### config.mk
export PLATFORM = sky130hd
export DESIGN_NAME = uart_igbt_frame_tx
export DESIGN_NICKNAME = d
export VERILOG_FILES = /design/src/rtl/uart_igbt_frame_tx_pkg.sv /design/src/rtl/uart_igbt_chk16.sv /design/src/rtl/uart_igbt_frame_tx.sv
export SDC_FILE = /design/constraint.sdc
export NUM_CORES = 1
export LEC_CHECK = 0
export BUFFER_PORTS_ARGS = -buffer_cell sky130_fd_sc_hd__buf_2
export CAP_MARGIN = 20
export CORE_MARGIN = 2
export CORE_UTILIZATION = 45
export DETAILED_ROUTE_END_ITERATION = 8
export MAX_ROUTING_LAYER = met4
export PLACE_DENSITY_LB_ADDON = 0.05
export REMOVE_ABC_BUFFERS = 1
export SETUP_SLACK_MARGIN = 0.4
export SLEW_MARGIN = 40
export SYNTH_ARGS = -nofsm -noshare
export SYNTH_HDL_FRONTEND = slang
export SYNTH_SLANG_ARGS = --single-unit
### constraint.sdc
create_clock -name sys_clk -period 2.2 [get_ports sys_clk]
set_input_delay 0.22 -clock sys_clk [delete_from_list [all_inputs] [get_ports sys_clk]]
set_output_delay 0.22 -clock sys_clk [all_outputs]
set_load 0.02 [all_outputs]
### src/rtl/uart_igbt_frame_tx_pkg.sv
// uart_igbt_frame_tx_pkg.sv - IGBT frame constants shared by the transmitter and receiver.
// Header bytes, LEN values for both builds, byte indices, frame lengths, FSM states.
package uart_igbt_frame_tx_pkg;

   localparam logic [7:0] HEAD0_DEF = 8'hAF;
   localparam logic [7:0] HEAD1_DEF = 8'hFA;

   localparam logic [7:0] LEN_CHK   = 8'd9;
   localparam logic [7:0] LEN_NOCHK = 8'd7;

   localparam logic [3:0] IDX_HEAD0 = 4'd0;
   localparam logic [3:0] IDX_HEAD1 = 4'd1;
   localparam logic [3:0] IDX_LEN   = 4'd2;
   localparam logic [3:0] IDX_WORK  = 4'd3;
   localparam logic [3:0] IDX_CH_H  = 4'd4;
   localparam logic [3:0] IDX_CH_M  = 4'd5;
   localparam logic [3:0] IDX_CH_L  = 4'd6;
   localparam logic [3:0] IDX_DIS_H = 4'd7;
   localparam logic [3:0] IDX_DIS_M = 4'd8;
   localparam logic [3:0] IDX_DIS_L = 4'd9;
   localparam logic [3:0] IDX_CHK_H = 4'd10;
   localparam logic [3:0] IDX_CHK_L = 4'd11;

   localparam logic [3:0] FRAME_LEN_CHK   = 4'd12;
   localparam logic [3:0] FRAME_LEN_NOCHK = 4'd10;

   typedef enum logic [2:0] {
      ST_IDLE,
      ST_LOAD,
      ST_SEND,
      ST_WAIT_HI,
      ST_WAIT_LO,
      ST_GAP,
      ST_DONE
   } tx_state_t;

   typedef struct packed {
      logic [7:0]  work;
      logic [23:0] charge;
      logic [23:0] discharge;
   } igbt_fields_t;

   // Sum of LEN..DIS_L, each byte zero-extended, wrapping at 16 bits.
   function automatic logic [15:0] chk16(
      input logic [7:0]   len,
      input igbt_fields_t f
   );
      logic [15:0] s;
      s = {8'h00, len};
      s = s + {8'h00, f.work};
      s = s + {8'h00, f.charge[23:16]};
      s = s + {8'h00, f.charge[15:8]};
      s = s + {8'h00, f.charge[7:0]};
      s = s + {8'h00, f.discharge[23:16]};
      s = s + {8'h00, f.discharge[15:8]};
      s = s + {8'h00, f.discharge[7:0]};
      return s;
   endfunction

endpackage

### src/rtl/uart_igbt_chk16.sv
// uart_igbt_chk16.sv - registered 16-bit checksum over the eight covered frame bytes.
// Only built when UART_IGBT_TX_CHKSUM_EN is defined.
`ifdef UART_IGBT_TX_CHKSUM_EN
module uart_igbt_chk16
   import uart_igbt_frame_tx_pkg::*;
(
   input  logic         sys_clk,
   input  logic         sys_rst_n,
   input  logic         load,
   input  logic [7:0]   len,
   input  igbt_fields_t fields,
   output logic [15:0]  sum
);

   always_ff @(posedge sys_clk or negedge sys_rst_n) begin
      if (!sys_rst_n) begin
         sum <= 16'h0000;
      end else if (load) begin
         sum <= chk16(len, fields);
      end
   end

endmodule
`endif

### src/rtl/uart_igbt_frame_tx.sv
// uart_igbt_frame_tx.sv - IGBT control/status frame transmitter feeding uart_send.
// Define UART_IGBT_TX_CHKSUM_EN to append CHK_H/CHK_L (12-byte frame, LEN=9).
module uart_igbt_frame_tx
   import uart_igbt_frame_tx_pkg::*;
#(
   parameter logic [7:0] HEAD0        = HEAD0_DEF,
   parameter logic [7:0] HEAD1        = HEAD1_DEF,
   parameter int          GAP_CYC      = 16,
   parameter int          BUSY_TIMEOUT = 64
) (
   input  logic        sys_clk,
   input  logic        sys_rst_n,
   input  logic        frame_req,
   input  logic [7:0]  work_in,
   input  logic [23:0] charge_in,
   input  logic [23:0] discharge_in,
   input  logic        tx_busy,
   output logic        send_en,
   output logic [7:0]  send_data,
   output logic        frame_busy,
   output logic        frame_done,
   output logic        frame_err
);

`ifdef UART_IGBT_TX_CHKSUM_EN
   localparam logic [7:0] LEN_VAL  = LEN_CHK;
   localparam logic [3:0] LAST_IDX = FRAME_LEN_CHK - 4'd1;
`else
   localparam logic [7:0] LEN_VAL  = LEN_NOCHK;
   localparam logic [3:0] LAST_IDX = FRAME_LEN_NOCHK - 4'd1;
`endif

   localparam logic [15:0] TO_LAST  = 16'(BUSY_TIMEOUT - 1);
   localparam logic [15:0] GAP_LAST = 16'(GAP_CYC - 1);

   tx_state_t    state;
   igbt_fields_t fields;
   logic [3:0]   idx;
   logic [15:0]  cnt;
   logic [7:0]   cur_byte;
   logic         step;

`ifdef UART_IGBT_TX_CHKSUM_EN
   logic [15:0] chk_sum;

   uart_igbt_chk16 u_chk16 (
      .sys_clk   (sys_clk),
      .sys_rst_n (sys_rst_n),
      .load      (state == ST_LOAD),
      .len       (LEN_VAL),
      .fields    (fields),
      .sum       (chk_sum)
   );
`endif

   always_comb begin
      cur_byte = 8'h00;
      unique case (idx)
         IDX_HEAD0: cur_byte = HEAD0;
         IDX_HEAD1: cur_byte = HEAD1;
         IDX_LEN:   cur_byte = LEN_VAL;
         IDX_WORK:  cur_byte = fields.work;
         IDX_CH_H:  cur_byte = fields.charge[23:16];
         IDX_CH_M:  cur_byte = fields.charge[15:8];
         IDX_CH_L:  cur_byte = fields.charge[7:0];
         IDX_DIS_H: cur_byte = fields.discharge[23:16];
         IDX_DIS_M: cur_byte = fields.discharge[15:8];
         IDX_DIS_L: cur_byte = fields.discharge[7:0];
`ifdef UART_IGBT_TX_CHKSUM_EN
         IDX_CHK_H: cur_byte = chk_sum[15:8];
         IDX_CHK_L: cur_byte = chk_sum[7:0];
`endif
         default:   cur_byte = 8'h00;
      endcase
   end

   // Byte finished: tx_busy fell and the inter-byte gap (if any) has elapsed.
   assign step = ((state == ST_WAIT_LO) && !tx_busy && (GAP_CYC == 0)) ||
                 ((state == ST_GAP) && (cnt == GAP_LAST));

   always_ff @(posedge sys_clk or negedge sys_rst_n) begin
      if (!sys_rst_n) begin
         state      <= ST_IDLE;
         fields     <= '0;
         idx        <= 4'd0;
         cnt        <= 16'h0000;
         send_en    <= 1'b0;
         send_data  <= 8'h00;
         frame_busy <= 1'b0;
         frame_done <= 1'b0;
         frame_err  <= 1'b0;
      end else begin
         send_en    <= 1'b0;
         frame_done <= 1'b0;
         frame_err  <= 1'b0;
         unique case (state)
            ST_IDLE: begin
               if (frame_req) begin
                  fields     <= '{work: work_in,
                                  charge: charge_in,
                                  discharge: discharge_in};
                  idx        <= 4'd0;
                  frame_busy <= 1'b1;
                  state      <= ST_LOAD;
               end
            end
            ST_LOAD: begin
               if (!tx_busy) begin
                  state <= ST_SEND;
               end
            end
            ST_SEND: begin
               send_data <= cur_byte;
               send_en   <= 1'b1;
               cnt       <= 16'h0000;
               state     <= ST_WAIT_HI;
            end
            ST_WAIT_HI: begin
               if (tx_busy) begin
                  state <= ST_WAIT_LO;
               end else if (cnt == TO_LAST) begin
                  frame_err  <= 1'b1;
                  frame_busy <= 1'b0;
                  state      <= ST_IDLE;
               end else begin
                  cnt <= cnt + 16'd1;
               end
            end
            ST_WAIT_LO: begin
               if (!tx_busy) begin
                  cnt   <= 16'h0000;
                  state <= ST_GAP;
               end
            end
            ST_GAP: begin
               cnt <= cnt + 16'd1;
            end
            ST_DONE: begin
               state <= ST_IDLE;
            end
            default: begin
               state <= ST_IDLE;
            end
         endcase
         if (step) begin
            if (idx == LAST_IDX) begin
               frame_done <= 1'b1;
               frame_busy <= 1'b0;
               state      <= ST_DONE;
            end else begin
               idx   <= idx + 4'd1;
               state <= ST_SEND;
            end
         end
      end
   end

endmodule

==> results of run 1 <==
-- worst reg2reg max path, cell delays in order, from the launching register on --
cell and delay [ps]:
dfrtp_1 460, nor4_4 340, and4_1 260, and3_4 260, nand2_4 80, mux2_4 300
-- metrics by stage --
| stage | area [µm²] | util, % |
|---|---|---|
| after floorplan | 4320 | - |
| after global placement | 5020 | 51.9 |
| after CTS | 5290 | 54.6 |
| final | 5500 | 56.8 |
| after detailed placement | 5020 | 51.9 |
| after global routing | 5500 | 56.8 |
-- sequential cells by signal (all words and copies together), names as in the netlist --
| name | count |
|---|---|
| idx | 4 |
| state | 3 |
| frame_busy | 1 |
| fields | 56 |
| send_data | 8 |
| cnt | 16 |
| send_en | 1 |
| frame_err | 1 |
| frame_done | 1 |
-- per-layer routing --
metal / up-vias / GRT usage, % / share of wire (%) / wire length [µm]
met5: - / - / 0 / 0
met4: 0 / 5.12 / 0.94 / 102
met3: 8 / 4.09 / 4.1 / 446
met2: 74 / 32.9 / 49 / 5270
met1: 1702 / 28.2 / 46 / 5000
li1: 1663 / - / - / -
-- cells in the mapped netlist (4+ instances only) --
cell / n
inv_1: 10
a31oi_1: 4
dfrtp_1: 91
nor2_1: 9
nand2b_1: 4
o31ai_1: 4
a21oi_1: 19
clkbuf_1: 12
nor3_1: 7
a22o_1: 10
a221oi_1: 4
a22oi_1: 13
ha_1: 5
o21ai_0: 29
nand2_1: 44
buf_2: 10
mux2_2: 55
nand3_1: 11
-- area by class of cell --
| cell class | instances | area (µm²) |
|---|---|---|
| Sequential cell | 91 | 2290 |
| Inverter | 11 | 41.3 |
| Clock buffer | 10 | 128 |
| Clock inverter | 6 | 65.1 |
| Tap cell | 133 | 166 |
| Timing Repair Buffer | 110 | 691 |
| Multi-Input combinational cell | 270 | 2120 |
| Fill cell | 902 | 4180 |
-- power by group --
group | switching [mW] | internal, mW
Combinational | 0.951 | 1.06
Sequential | 0.474 | 2.36
Clock | 0.626 | 0.529
Total | 2.05 | 3.95
-- logic make-up after synthesis --
| kind of cell | after synthesis |
|---|---|
| muxes | 58 |
| buffers and inverters | 37 |
| AOI/OAI and AO/OA | 104 |
| adders and majority gates | 5 |
| DFF | 91 |
| and+or+nand+nor | 103 |
-- placed cells by master (no fill, tap or decap), drive strengths merged, types with 4 or more instances in the layout --
| cell | count |
|---|---|
| buf | 108 |
| dfrtp | 91 |
| mux2 | 57 |
| nand2 | 45 |
| o21ai | 29 |
| a21oi | 19 |
| a22oi | 14 |
| nand3 | 11 |
| clkbuf | 11 |
| inv | 11 |
| a22o | 10 |
| nor2 | 9 |
| nor3 | 7 |
| nor4 | 6 |
| ha | 5 |
| nand2b | 4 |
| o31ai | 4 |
| a31oi | 4 |
| a221oi | 4 |
| clkinv | 4 |
-- what timing repair did --
action                                  4_1_cts  5_1_grt
endpoints found under the hold margin        40        0
endpoints found under the setup margin       25       78
cloned                                        0        1
hold buffers                                  1        0
pin swaps                                     3       12
resized for setup                            11       24
buffers inserted                              4       13
-- worst paths after layout --
path	cells past startpoint	from	endpoint	slack [ps]
max reg2reg	5	cnt[8]$_DFFE_PN0P_	idx[0]$_DFF_PN0_	390
max in group asynchronous	3	sys_rst_n	idx[1]$_DFF_PN0_	1170
max	5	cnt[8]$_DFFE_PN0P_	idx[0]$_DFF_PN0_	390
min reg2reg	2	send_data[3]$_DFFE_PN0P_	send_data[3]$_DFFE_PN0P_	490
min in group asynchronous	2	sys_rst_n	frame_err$_DFF_PN0_	400
min	3	charge_in[14]	fields[38]$_DFFE_PN0P_	70
==> flow_summary.toml, run 1 <==
[logic_synthesis]
synth_edf_count = 0
syn_inst = 398
synth_compound_area_share_pct = 15.8
synth_cell_type_count = 56
synthTopCellsByArea = "dfrtp_1 51%, mux2_2 14%, nand2_1 3.7%"
synth_top_area_cell = "dfrtp_1"
synth_area_um2 = 4460
ys_ff_latch = 91
async_flop_share_pct = 100
avgSynthCellArea_um2 = 11.2
yosys.area_share.adder_pct = 1.40
synthDominantCellAreaShare_pct = 51.1
ys_seq_area_share_pct = 51.1
synth_top_family_by_area = "compound AO/OA/AOI/OAI gates"
yosys-mux-area-fraction_pct = 14.8
yosys.area_share.simple_pct = 13.0
synthXorXnorAreaFrac_pct = 0
synthFlopType = "dfrtp_1"
yosysWarnings = 0

[clock_tree]
path_clk_slew_ps = 100
h-tree-depth = 3
clk_latency_ps = 360
cts_buffers = 9
cts.sinks = 91
clk_path_buf_depth = 2
cts_tree = "yes"
clock-root-buffer = "clkbuf_8"

[timing]
fmax_mhz = 552
setup_violations = 0
hold_viol_final = 0
finClkSkew_ps = 12.7
min_period_over_period_pct = 82.3
post-route-min-period_ps = 1810
drv_slew = 0
holdWs_ps = 69.4
rsz0062_at_grt = "true"
relSlewSlack_pct = 62.5
fin_setup_tns_ps = 0
fin_ws_ps = 390
tightest_slew_ps = 562

[flow_run]
cap_violations = 0

[worst_setup_path]
critical_path.cell_chain = "nor4_4 > and4_1 > and3_4 > nand2_4 > mux2_4"
critPathLaunchType = "register"
crit_fanout = 7
cp-end-kind = "register"
worst_ep_required_time_ps = 2440
slowest_delay_ps = 460
worstSetupPathType = "register to register"
path_buf_inv = 0
crit_family = "simple AND/OR/NAND/NOR gates"
cpMaxStageDelayCell = "dfrtp_1"
crit_arrival_ps = 2050

[global_route]
grt_pass1_wl_um = 17600
grtUsageTotal_pct = 20.9
grt_max_degree = 64
first_global_vias = 3444
antenna_found_initial = 0
overflow = 0

[floorplanning]
coreArea_um2 = 9680
die_area_um2 = 10700
die_h_um = 104
die_x_um = 104
start_util_pct = 46.1
rows = 36
ios = 72

[routing]
vias = 3447
vias_per_cell = 5.46
drc = 0
drtIter0Drc = 175
ant_nets = 0
wirelength_um = 10800
drtPass1Iterations = 4
routedWlPerCell_um = 17.1

[power_and_ir_drop]
peakVddDrop_mv = 0.592
powerDensity_nw_per_um2 = 1090
p_total_mw = 6.00
power_leakage_nw = 2.43

[final_layout]
finalNetCount = 558
num_antenna_cells = 0
fin_cells = 631
drive_gt1_share_pct = 43.6
area.growth.synth_to_final_pct = 23.4

[place]
place_ws_ps = 79.0
numPortBuffers = 71
gp_congestion = 0.782
hpwl_um = 7200
dp_cells = 596

[outcome]
run_status = "finished clean"

[worst_hold_path]
hold_path.class = "input pin to register"
Note: power is estimated with default switching activity, not from simulation.
==> run 2: changes to the inputs <==
--- a/config.mk
+++ b/config.mk
@@ -5,6 +5,7 @@
 export SDC_FILE = /design/constraint.sdc
 export NUM_CORES = 1
 export LEC_CHECK = 0
+export ABC_AREA = 1
 export BUFFER_PORTS_ARGS = -buffer_cell sky130_fd_sc_hd__buf_2
 export CAP_MARGIN = 20
 export CORE_MARGIN = 2
==> constraint.sdc (replaced) <==
create_clock -name sys_clk -period 1.5 [get_ports sys_clk]
set_input_delay 0.15 -clock sys_clk [delete_from_list [all_inputs] [get_ports sys_clk]]
set_output_delay 0.15 -clock sys_clk [all_outputs]
set_load 0.02 [all_outputs]
==> run 2 against run 1 <==
The flow now finishes with violations (negative setup slack). Flip-flop and latch count stayed put. Power is 75% higher. Worst hold slack worse by 63 ps. Utilization is 14 points higher.
==> flow_summary.toml, run 2 <==
[outcome]
run_status = "complete, but fails checks"
violations = "negative setup slack"

[worst_setup_path]
crit_arrival_ps = 1870
r2r_slack_ps = -50
path_buf_inv = 2
path_common_cell = "nand2_1"
cpMaxStageDelayCell = "dfrtp_2"
critical_path.cell_chain = "inv_4 > ha_4 > nand3_4 > buf_6 > o21ai_0 > nor2_1 > nand2_1 > nand2_1 > nand2_1"
r2r_start = "idx[0]$_DFF_PN0_"
cp-end-kind = "register"
crit_fanout = 4
reg2reg_depth = 9
reg2reg_to = "send_data[0]$_DFFE_PN0P_"
slowest_delay_ps = 490
critPathLaunchType = "register"
worstSetupPathType = "register to register"
crit_family = "flip-flops"
worst_ep_required_time_ps = 1820

[final_layout]
num_antenna_cells = 0
fillers = 760
layout_common_cells = "240 x nand2_1, 81 x dfrtp_1, 65 x buf_2, 57 x inv_1, 56 x buf_4"
fin_cells = 969
area.growth.synth_to_final_pct = 54.7
largest_register_ffs = 56
final_cell_area_um2 = 7190
biggestRegsByFlops = "fields: 56 flops, cnt: 16 flops, send_data: 8 flops"
regMostFlops = "fields"
final_common_cell = "nand2_1"
finalNetCount = 893
drive_gt1_share_pct = 31.0

[timing]
fin_ws_ps = -52.5
min_period_over_period_pct = 103
tightest_slew_ps = 523
finClkSkew_ps = 9.07
hold_viol_final = 0
setup_violations = 2
rsz0062_at_grt = "true"
relSlewSlack_pct = 65.1
post-route-min-period_ps = 1550
drv_slew = 0
fin_setup_tns_ps = -71.2
fmax_mhz = 644

[floorplanning]
ios = 72
die_h_um = 106
coreArea_um2 = 10200
die_area_um2 = 11200
start_util_pct = 45.6
die_x_um = 106
rows = 37

[power_and_ir_drop]
power_leakage_nw = 3.46
netSwitchingPower_mw = 4.04
comb_power_share_pct = 47.1
switching_share_pct = 38.4
power_frac_clock_pct = 16.8
peakVddDrop_mv = 0.914
p_int_mw = 6.48
powerDensity_nw_per_um2 = 1460
seqPwrFrac_pct = 36.1

[logic_synthesis]
async_flop_share_pct = 100
synthFlopType = "dfrtp_1"
synth_area_um2 = 4650
yosysMostFrequentCell = "nand2_1"
avgSynthCellArea_um2 = 7.41
synthDominantCellAreaShare_pct = 49.0
synth_cell_type_count = 28
ys_ff_latch = 91
yosysWarnings = 0
ys_seq_area_share_pct = 49.0
syn_inst = 627
synthTopCellsByArea = "dfrtp_1 49%, nand2_1 20%, o21ai_0 6.8%"
synth_top_area_cell = "dfrtp_1"
synth_edf_count = 0
ys_top_cells_by_count = "248 x nand2_1, 91 x dfrtp_1, 63 x inv_1, 63 x o21ai_0, 58 x nor2_1"

[worst_hold_path]
hold_path.class = "input pin to register"
holdPathEnd = "fields[0]$_DFFE_PN0P_"
hp-start = "discharge_in[0]"
holdPathStages = 3

[routing]
wirelength_um = 14600
drtIter0Drc = 309
vias_per_cell = 4.97
drc = 0
drtPass1Iterations = 5
routedWlPerCell_um = 15.1
ant_nets = 0
vias = 4820

[global_route]
first_global_vias = 4480
overflow = 0
grt_pass1_wl_um = 21400
antenna_found_initial = 0
grt_max_degree = 92
grtUsageTotal_pct = 24.9

[place]
dp_cells = 867
numPortBuffers = 71
hpwl_um = 8220
dpl_cell_area_um2 = 5510
gp_congestion = 0.860

[clock_tree]
cts.sinks = 91
clk_latency_ps = 380
cts_tree = "yes"
path_clk_slew_ps = 100
h-tree-depth = 3
cts_buffers = 9
clock-root-buffer = "clkbuf_8"
clk_path_buf_depth = 2

[flow_run]
cap_violations = 0
run 2: per-stage QoR:
| step | power [mW] | hold WS, ps | utilization (%) | setup WS (ps) |
|---|---|---|---|---|
| floorplan | 5.52 | -146 | - | -687 |
| global placement | 6.78 | 240 | 54.1 | -100 |
| detailed placement | 6.85 | 241 | 54.1 | -145 |
| CTS | 9.29 | 0.253 | 65.1 | 45.5 |
| global route | 11.2 | 12.2 | 70.6 | -119 |
| finish | 10.5 | 6.65 | 70.6 | -52.5 |
run 2: final cells by class:
cell class | instances | area (µm²) | area share [%]
Multi-Input combinational cell | 451 | 2390 | 33.2
Clock buffer | 11 | 141 | 1.97
Clock inverter | 5 | 60.1 | 0.836
Tap cell | 136 | 170 | 2.37
Timing Repair inverter | 1 | 8.76 | 0.122
Inverter | 66 | 277 | 3.85
Timing Repair Buffer | 208 | 1850 | 25.8
Sequential cell | 91 | 2290 | 31.9
run 2: worst register-to-register path, stage by stage (launching register included):
cell and delay, ps:
dfrtp_2 490, inv_4 110, ha_4 200, nand3_4 110
buf_6 140, o21ai_0 180, nor2_1 80, nand2_1 60
nand2_1 50, nand2_1 70
run 2: what timing repair did:
item / CTS / global route
buffers inserted: 9 / 13
pin swaps: 16 / 17
hold buffers: 52 / 0
hold endpoints to repair: 142 / 0
gates cloned: 2 / 10
endpoints found under the setup margin: 95 / 100
gates resized for setup: 86 / 77
run 2: worst max path at each step:
stage,startpoint,slack [ps],depth (start not counted),to
after global placement,idx[0]$_DFF_PN0_,-100,8,send_data[7]$_DFFE_PN0P_
after CTS,state[2]$_DFFE_PN0P_,50,7,idx[3]$_DFF_PN0_
after floorplan,state[2]$_DFFE_PN0P_,-690,6,idx[0]$_DFF_PN0_
after global routing,idx[0]$_DFF_PN0_,-120,9,send_data[0]$_DFFE_PN0P_
after detailed placement,idx[0]$_DFF_PN0_,-150,9,send_data[0]$_DFFE_PN0P_
final,idx[0]$_DFF_PN0_,-50,9,send_data[0]$_DFFE_PN0P_
run 2: metal layers:
layer  up-vias  part of all wire, %  GRT usage, %
li1       2366                    -             -
met1      2301                   46          34.3
met2       130                   48          38.6
met3        23                  3.9          2.97
met4         0                  1.9          8.18
met5         -                    0             -
run 2: power by group through the flow:
stage / clock network [mW] / logic (mW) / registers [mW]
floorplan: 0 / 1.69 / 3.82
global placement: 0 / 2.99 / 3.78
detailed placement: 0 / 3.06 / 3.79
CTS: 1.81 / 3.73 / 3.75
global route: 1.90 / 5.39 / 3.88
finish: 1.77 / 4.95 / 3.80
run 2: logic make-up (layout without fill, tap and decap cells):
kind of cell	after synthesis	after routing	share of synthesized area (%)
AND/OR/NAND/NOR	354	354	30.6
flip-flops	91	91	49.0
AO/OA/AOI/OAI	86	86	9.99
buffers and inverters	85	291	7.89
XOR/XNOR	6	6	1.13
adder cells (fa/ha/maj)	5	5	1.35
==> run 3: changes to the inputs <==
--- a/config.mk
+++ b/config.mk
@@ -5,16 +5,14 @@
 export SDC_FILE = /design/constraint.sdc
 export NUM_CORES = 1
 export LEC_CHECK = 0
-export ABC_AREA = 1
 export BUFFER_PORTS_ARGS = -buffer_cell sky130_fd_sc_hd__buf_2
 export CAP_MARGIN = 20
 export CORE_MARGIN = 2
 export CORE_UTILIZATION = 45
 export DETAILED_ROUTE_END_ITERATION = 8
 export MAX_ROUTING_LAYER = met4
-export PLACE_DENSITY_LB_ADDON = 0.05
+export PLACE_DENSITY = 0.71
 export REMOVE_ABC_BUFFERS = 1
-export SETUP_SLACK_MARGIN = 0.4
 export SLEW_MARGIN = 40
 export SYNTH_ARGS = -nofsm -noshare
 export SYNTH_HDL_FRONTEND = slang
==> run 3 against run 2 <==
The run still ends with negative setup slack left. Power fell by 8.0%. Worst hold slack improved by 3.1 ps. Register-to-register slack got worse by 240 ps. Non-clock buffer count fell by 42. Sequential share of layout area rose by 5.5 points. Global-route usage fell by 2.0 points. Sequential power rose by 7.9%. Maximum frequency fell by 13%. Via count fell by 22%. Critical endpoint is now cnt[3]$_DFFE_PN0P_. Largest power group is now registers.
==> flow_summary.toml, run 3 (synthesis gave the netlist of run 1 again) <==
[clock_tree]
cts.sinks = 91
clk_latency_ps = 370
clk_path_buf_depth = 2
path_clk_slew_ps = 90
clock-root-buffer = "clkbuf_8"
h-tree-depth = 3
cts_tree = "yes"
cts_buffers = 9

[floorplanning]
die_area_um2 = 10700
die_h_um = 104
die_x_um = 104
rows = 36
ios = 72
start_util_pct = 46.1
coreArea_um2 = 9680

[final_layout]
final_cell_area_um2 = 6100
layout_common_cells = "89 x dfrtp_1, 79 x buf_4, 70 x buf_2, 55 x mux2_2, 38 x nand2_1"
final_common_cell = "dfrtp_1"
area.growth.synth_to_final_pct = 36.7
regMostFlops = "fields"
biggestRegsByFlops = "fields: 56 flops, cnt: 16 flops, send_data: 8 flops"
finalNetCount = 614
fin_cells = 686
drive_gt1_share_pct = 52.4
num_antenna_cells = 0
fin_util_pct = 63.0
fillers = 760
largest_register_ffs = 56

[place]
dp_cells = 652
hpwl_um = 8000
dpl_cell_area_um2 = 5470
place_ws_ps = -401
numPortBuffers = 71
gp_congestion = 0.865

[timing]
drv_slew = 0
min_period_over_period_pct = 119
relSlewSlack_pct = 69.7
fmax_mhz = 558
finClkSkew_ps = 8.61
holdWs_ps = 9.75
post-route-min-period_ps = 1790
hold_viol_final = 0
setup_violations = 89
tightest_slew_ps = 454
fin_ws_ps = -292
rsz0062_at_grt = "true"

[routing]
drtIter0Drc = 216
routedWlPerCell_um = 17.3
wl_met2_um = 5980
met1_length_um = 4980
dr.max_layer_used = "met4"
drc = 0
ant_nets = 0
wirelength_um = 11800
vias_per_cell = 5.49
vias = 3763
drtPass1Iterations = 5
route.met3.wl_um = 600

[power_and_ir_drop]
peakVddDrop_mv = 0.936
seqPwrFrac_pct = 42.4
p_int_mw = 6.28
power_leakage_nw = 2.78
netSwitchingPower_mw = 3.40
switching_share_pct = 35.2
powerDensity_nw_per_um2 = 1590
comb_power_share_pct = 41.4
power_frac_clock_pct = 16.2

[global_route]
grt_max_degree = 55
grt_pass1_wl_um = 19200
grtUsageTotal_pct = 22.9
first_global_vias = 3975
overflow = 0
antenna_found_initial = 0

[worst_setup_path]
crit_fanout = 4
critPathLaunchType = "register"
cp-end-kind = "register"
worst_ep_required_time_ps = 1810
worstSetupPathType = "register to register"
crit_arrival_ps = 2110

[outcome]
run_status = "complete, but fails checks"
violations = "negative setup slack"

[flow_run]
cap_violations = 0

[worst_hold_path]
hold_path.class = "input pin to register"
==> run 3: worst paths after layout <==
| check | to | cells past startpoint | slack [ps] | start |
|---|---|---|---|---|
| setup / recovery | cnt[3]$_DFFE_PN0P_ | 6 | -290 | cnt[4]$_DFFE_PN0P_ |
| hold / removal | fields[45]$_DFFE_PN0P_ | 2 | 10 | charge_in[21] |
| setup reg to reg | cnt[3]$_DFFE_PN0P_ | 6 | -290 | cnt[4]$_DFFE_PN0P_ |
| hold reg to reg | send_data[6]$_DFFE_PN0P_ | 2 | 510 | send_data[6]$_DFFE_PN0P_ |
| max in group asynchronous | fields[3]$_DFFE_PN0P_ | 3 | 700 | sys_rst_n |
| min in group asynchronous | cnt[13]$_DFFE_PN0P_ | 2 | 220 | sys_rst_n |
==> run 3: area by class of cell <==
class | instances | area [µm²] | area share [%]
multi-input cells | 270 | 2230 | 36.6
flip-flops and latches | 91 | 2280 | 37.4
clock inverters | 5 | 37.5 | 0.616
repair buffers | 166 | 1200 | 19.7
inverters | 11 | 41.3 | 0.677
clock buffers | 10 | 138 | 2.26
well taps | 133 | 166 | 2.73
==> run 3: power groups by stage <==
stage	logic [mW]	clock network [mW]	registers, mW
after global placement	3.18	0	4.06
after global routing	4.33	1.69	4.23
after floorplan	1.84	0	4.12
after CTS	3.78	1.59	4.07
final	4.01	1.56	4.10
after detailed placement	3.32	0	4.11
==> run 3: metal layers <==
metal	global-route usage, %	up-vias
li1	-	1759
met5	-	-
met1	27.9	1852
met2	37.3	124
met3	4.85	28
met4	9.07	0
==> run 3: critical path, cell delays in order, from the launching register on <==
cell and delay [ps]:
dfrtp_2 440, buf_4 140, and4_4 160, and4_4 190
a21o_4 250, or4_4 490, nand3_2 70
==> run 3: timing repair <==
item | CTS | global route
endpoints found under the hold margin | 31 | 1
pin swaps | 18 | 10
hold buffers | 3 | 1
setup buffers | 11 | 3
cloned | 1 | 1
endpoints found under the setup margin | 90 | 91
gates resized for setup | 59 | 19
==> run 3: through the flow <==
step           TNS [ps]  total power [mW]
3_3_place_gp     -11220              7.23
4_1_cts          -11970              9.44
6_report         -12940              9.68
5_1_grt          -18880              10.2
2_1_floorplan   -103320              5.96
3_5_place_dp     -13330              7.42
